==> src/rtl/rv_pkg.sv <==
// Shared types and constants for the integer register-file writeback scheduler.
package rv_pkg;

    localparam int unsigned XLEN = 32;
    localparam int unsigned RA_W = 5;
    localparam int unsigned NREG = 32'(1) << RA_W;

    typedef logic [RA_W-1:0] reg_idx_t;
    typedef logic [XLEN-1:0] xdata_t;

    typedef struct packed {
        logic     valid;
        reg_idx_t rd;
        xdata_t   data;
    } wb_req_t;

    typedef enum logic [1:0] {
        WB_NONE,
        WB_ALU,
        WB_LDBUF,
        WB_LDBYP
    } wb_src_e;

endpackage

==> src/rtl/rv_regs_scoreboard.sv <==
// Per-register busy scoreboard: tracks destinations of in-flight instructions
// and flags RAW/WAW hazards for the instruction presented at issue.
module rv_regs_scoreboard
    import rv_pkg::*;
(
    input  logic     i_clk,
    input  logic     i_reset_n,
    input  logic     i_set_en,
    input  reg_idx_t i_set_idx,
    input  logic     i_clr_en,
    input  reg_idx_t i_clr_idx,
    input  reg_idx_t i_rs1,
    input  reg_idx_t i_rs2,
    input  logic     i_use_rs1,
    input  logic     i_use_rs2,
    input  reg_idx_t i_rd,
    output logic     o_hazard_c,
    output logic     o_clr_busy_c
);

    logic [NREG-1:0] r_busy;
    logic [NREG-1:0] w_busy_nxt;

    // Set takes priority over clear; x0 can never become busy.
    always_comb begin
        w_busy_nxt = r_busy;
        if (i_clr_en) begin
            w_busy_nxt[i_clr_idx] = 1'b0;
        end
        if (i_set_en) begin
            w_busy_nxt[i_set_idx] = 1'b1;
        end
        w_busy_nxt[0] = 1'b0;
    end

    always_ff @(posedge i_clk) begin
        if (!i_reset_n) begin
            r_busy <= '0;
        end else begin
            r_busy <= w_busy_nxt;
        end
    end

    assign o_hazard_c   = (i_use_rs1 & r_busy[i_rs1])
                        | (i_use_rs2 & r_busy[i_rs2])
                        | r_busy[i_rd];
    assign o_clr_busy_c = r_busy[i_clr_idx];

endmodule

==> src/rtl/rv_regs_wb_sched.sv <==
// Issue-hazard and writeback scheduler for the integer register file:
// arbitrates ALU and load writebacks onto one write port with a one-entry load buffer.
module rv_regs_wb_sched
    import rv_pkg::*;
(
    input  logic     i_clk,
    input  logic     i_reset_n,
    input  logic     i_issue_valid,
    input  reg_idx_t i_issue_rs1,
    input  reg_idx_t i_issue_rs2,
    input  logic     i_issue_use_rs1,
    input  logic     i_issue_use_rs2,
    input  reg_idx_t i_issue_rd,
    output logic     o_issue_stall,
    input  logic     i_alu_valid,
    input  reg_idx_t i_alu_rd,
    input  xdata_t   i_alu_data,
    input  logic     i_ld_valid,
    output logic     o_ld_ready,
    input  reg_idx_t i_ld_rd,
    input  xdata_t   i_ld_data,
    output logic     o_rf_write,
    output reg_idx_t o_rf_rd,
    output xdata_t   o_rf_data,
    output logic     o_wb_err
);

    wb_req_t r_ld_buf;
    logic    r_wb_err;

    wb_src_e w_src;
    wb_req_t w_wb;
    logic    w_alu_write;
    logic    w_ld_capture;
    logic    w_rf_write;
    logic    w_issue_accept;
    logic    w_hazard_c;
    logic    w_clr_busy_c;

    // Write-port arbitration: ALU, then buffered load, then load bypass.
    always_comb begin
        w_src        = WB_NONE;
        w_wb         = '0;
        w_alu_write  = i_alu_valid & (i_alu_rd != '0);
        w_ld_capture = 1'b0;
        if (w_alu_write) begin
            w_src        = WB_ALU;
            w_ld_capture = i_ld_valid & ~r_ld_buf.valid;
        end else if (r_ld_buf.valid) begin
            w_src = WB_LDBUF;
        end else if (i_ld_valid) begin
            w_src = WB_LDBYP;
        end
        case (w_src)
            WB_ALU:   w_wb = '{valid: 1'b1, rd: i_alu_rd, data: i_alu_data};
            WB_LDBUF: w_wb = r_ld_buf;
            WB_LDBYP: w_wb = '{valid: 1'b1, rd: i_ld_rd, data: i_ld_data};
            default:  w_wb = '0;
        endcase
    end

    // A writeback to x0 completes its handshake but never reaches the port.
    assign w_rf_write     = i_reset_n & w_wb.valid & (w_wb.rd != '0);
    assign o_issue_stall  = ~i_reset_n | r_ld_buf.valid | w_hazard_c;
    assign w_issue_accept = i_issue_valid & ~o_issue_stall;

    assign o_ld_ready = i_reset_n & ~r_ld_buf.valid;
    assign o_rf_write = w_rf_write;
    assign o_rf_rd    = w_wb.rd;
    assign o_rf_data  = w_wb.data;
    assign o_wb_err   = r_wb_err;

    always_ff @(posedge i_clk) begin
        if (!i_reset_n) begin
            r_ld_buf <= '0;
            r_wb_err <= 1'b0;
        end else begin
            if (w_ld_capture) begin
                r_ld_buf <= '{valid: 1'b1, rd: i_ld_rd, data: i_ld_data};
            end else if (w_src == WB_LDBUF) begin
                r_ld_buf.valid <= 1'b0;
            end
            r_wb_err <= r_wb_err | (w_rf_write & ~w_clr_busy_c);
        end
    end

    rv_regs_scoreboard u_scoreboard (
        .i_clk        (i_clk),
        .i_reset_n    (i_reset_n),
        .i_set_en     (w_issue_accept & (i_issue_rd != '0)),
        .i_set_idx    (i_issue_rd),
        .i_clr_en     (w_rf_write),
        .i_clr_idx    (w_wb.rd),
        .i_rs1        (i_issue_rs1),
        .i_rs2        (i_issue_rs2),
        .i_use_rs1    (i_issue_use_rs1),
        .i_use_rs2    (i_issue_use_rs2),
        .i_rd         (i_issue_rd),
        .o_hazard_c   (w_hazard_c),
        .o_clr_busy_c (w_clr_busy_c)
    );

endmodule

==> config.mk <==
export PLATFORM = sky130hd
export DESIGN_NAME = rv_regs_wb_sched
export DESIGN_NICKNAME = d
export VERILOG_FILES = /design/src/rtl/rv_pkg.sv /design/src/rtl/rv_regs_scoreboard.sv /design/src/rtl/rv_regs_wb_sched.sv
export SDC_FILE = /design/constraint.sdc
export NUM_CORES = 1
export LEC_CHECK = 0
export ABC_CLOCK_PERIOD_IN_PS = 6700
export BUFFER_PORTS_ARGS = -buffer_cell sky130_fd_sc_hd__buf_4
export CORE_MARGIN = 3
export CORE_UTILIZATION = 44
export CTS_CLUSTER_SIZE = 8
export DETAILED_ROUTE_END_ITERATION = 8
export PLACE_DENSITY_LB_ADDON = 0.2
export SKIP_LAST_GASP = 1
export SLEW_MARGIN = 20
export SYNTH_ARGS = -nofsm -noshare
export SYNTH_HDL_FRONTEND = slang
export SYNTH_HIERARCHICAL = 1
export SYNTH_SLANG_ARGS = --single-unit
==> constraint.sdc <==
create_clock -name i_clk -period 6.7 [get_ports i_clk]
set_input_delay 0.67 -clock i_clk [delete_from_list [all_inputs] [get_ports i_clk]]
set_output_delay 0.67 -clock i_clk [all_outputs]
set_load 0.02 [all_outputs]
==> results.sh <==
export IMPL_grt_use_total=0.243
export IMPL_nFillCells=1002
export IMPL_finClkSkew_ps=14.7
export IMPL_ctsHtreeMaxLevel=3
export IMPL_nets=814
export IMPL_fin_crit_sh=0.557
export IMPL_rsz0062_at_grt="no"
export IMPL_port_buffers=136
export IMPL_outcome="finished, final reports clean"
export IMPL_wl_per_cell_um=17.7
export IMPL_drtPass1Iterations=5
export IMPL_cpPeakStageDelay_ps=960
export IMPL_synthArstFlopShare=0
export IMPL_min_period_ps=3740
export IMPL_clkTransAtPathRegs_ps=80
export IMPL_hold_violations=0
export IMPL_initial_core_util=0.458
export IMPL_cts_setup_buffers=0
export IMPL_finalSetupTns_ps=0
export IMPL_cts_resized=0
export IMPL_p_leak_nw=2.41
export IMPL_clock_fmax_mhz=268
export IMPL_syn_avg_cell_area_sq_um=7.75
export IMPL_fin_ws_ps=2960
export IMPL_slowest_stage="a21boi_0"
export IMPL_synth_flop_cell="dfxtp_1"
export IMPL_setup_viol=0
export IMPL_synth_edf_count=0
export IMPL_cts_tree="yes"
export IMPL_vias=4940
export IMPL_fp_dieW_um=110
export IMPL_clock_latency_ps=350
export IMPL_io_pins=137
export IMPL_post_place_ws_ps=2400
export IMPL_cp_end_kind="register"
export IMPL_worst_slew_pin_slew_ps=1150
export IMPL_grt_max_degree=107
export IMPL_remaining_drc_errors=0
export IMPL_r2r_setup_slack_ps=3190
export IMPL_cellPowerDensity_nw_per_um2=176
export IMPL_path_class="in2reg"
export IMPL_viasPerCell=5.75
export IMPL_numCtsBuffers=9
export IMPL_overflow=0
export IMPL_hpwl_mm=10.7
export IMPL_slew_violations=0
export IMPL_drt_total_wl_mm=15.2
export IMPL_numClockSinks=70
export IMPL_dr_first_iter_drc_count=368
export IMPL_yosys_warnings=6
export IMPL_clock_path_buffers=2
export IMPL_drv_cap=0
export IMPL_path_cells="buf_4 > or4_4 > o21a_4 > a21boi_0 > nand3b_1 > o22ai_1 > or4_1 > nor2_1 > o21ai_0 > o21ai_1"
export IMPL_critPathArrivalTime_ps=4020
export IMPL_layout_drive_gt1_share=0.259
export IMPL_final_common_cell="buf_4"
export IMPL_crit_fanout=69
export IMPL_relSlewSlack=0.224
export IMPL_cts_hold_buf=0
export IMPL_synth_seq_cells=70
export IMPL_rows=37
export IMPL_antenna_left=0
export IMPL_grt_pass1_vias=4571
export IMPL_die_y_um=110
export IMPL_synthCells=618
export IMPL_most_common_layout_cells="buf_4, nand2_1, dfxtp_1"
export IMPL_critPathRequiredTime_ps=6990
export IMPL_cts_root_buf="clkbuf_8"
export IMPL_syn_area_sq_um=4790
export IMPL_core_area_sq_um=10500
export IMPL_antenna_found_initial=0
export IMPL_syn_to_final_growth_pct=25.0
export IMPL_globalplace_congestion=0.947
export IMPL_synth_cell_types=42
export IMPL_grt_pass1_wl_mm=23.1
export IMPL_start_kind="input port"
export IMPL_dieArea_sq_um=12200
export IMPL_n_antenna_cell=0
export IMPL_irDropWorstVdd_v=0.0000803
export IMPL_hold_path_class="reg2reg"
export IMPL_seq_area_frac_synth=0.292
export IMPL_synth_nets=714
## routing by layer
layer	up-vias	part of all wire	GRT usage
li1	2458	-	-
met4	0	0.014	0.0624
met5	-	0	0
met3	21	0.096	0.0769
met1	2248	0.42	0.311
met2	213	0.47	0.398
## per-stage QoR
stage | hold WS (ps) | area, sq um | util | instances | total power, mW
CTS | 459 | 5980 | 0.572 | 859 | 1.06
global route | 484 | 5990 | 0.573 | 859 | 1.10
detailed placement | 450 | 5780 | 0.552 | 843 | 0.697
global placement | 443 | 5780 | 0.552 | 843 | 0.693
finish | 457 | 5990 | 0.573 | 859 | 1.05
floorplan | 437 | 4790 | - | 618 | 0.590
## power by group
group	internal (mW)	leakage, nW	switching [mW]
combinational	0.110	1.75	0.141
sequential	0.429	0.569	0.00780
clock	0.194	0.0992	0.171
total	0.732	2.41	0.320
## logic make-up after synthesis
| kind of cell | count (synthesis) | synth area share |
|---|---|---|
| AOI/OAI and AO/OA | 203 | 0.243 |
| buffers and inverters | 64 | 0.0632 |
| DFF | 70 | 0.292 |
| muxes | 40 | 0.156 |
| and+or+nand+nor | 241 | 0.246 |
## cell type report
type / count / area, sq um / share of cell area
Clock buffer: 12 / 155 / 0.0259
Clock inverter: 4 / 53.8 / 0.00898
Inverter: 12 / 45.0 / 0.00752
Multi-Input combinational cell: 484 / 3110 / 0.519
Sequential cell: 70 / 1400 / 0.234
Tap cell: 136 / 170 / 0.0284
Timing Repair Buffer: 141 / 1060 / 0.177
## sequential cells by signal, summed over array words and instances (netlist names)
name	cells
r_ld_buf	38
o_wb_err	1
u_scoreboard/r_busy	31
## synth_stat cells, drive strengths merged, types with 7 or more instances
cell type / n / share of area
a21boi: 33 / 0.052
inv: 12 / 0.0094
mux2i: 7 / 0.015
nand2: 117 / 0.092
mux4: 25 / 0.12
mux2: 8 / 0.019
clkbuf: 35 / 0.028
a21oi: 36 / 0.038
nor2: 8 / 0.0063
o21ai: 111 / 0.12
and3: 36 / 0.047
dfxtp: 70 / 0.29
nand3: 42 / 0.044
buf: 17 / 0.026
nor3b: 7 / 0.011
## path summary, 6_finish.rpt
| path | end | cells after the start | from |
|---|---|---|---|
| max reg2reg | u_scoreboard/r_busy[16]$_SDFF_PN0_ | 9 | u_scoreboard/r_busy[25]$_SDFF_PN0_ |
| min reg2reg | r_ld_buf[35]$_SDFFE_PN0P_ | 2 | r_ld_buf[35]$_SDFFE_PN0P_ |
| min | r_ld_buf[35]$_SDFFE_PN0P_ | 2 | r_ld_buf[35]$_SDFFE_PN0P_ |
| max | o_wb_err$_SDFF_PN0_ | 10 | i_alu_rd[1] |
## worst max-delay path: cells and delay by family
family,cells,cell delay [ps]
and+or+nand+nor,4,1500
AOI/OAI and AO/OA,5,1720
buffers and inverters,1,110
Power figures use the tool's default switching activity.
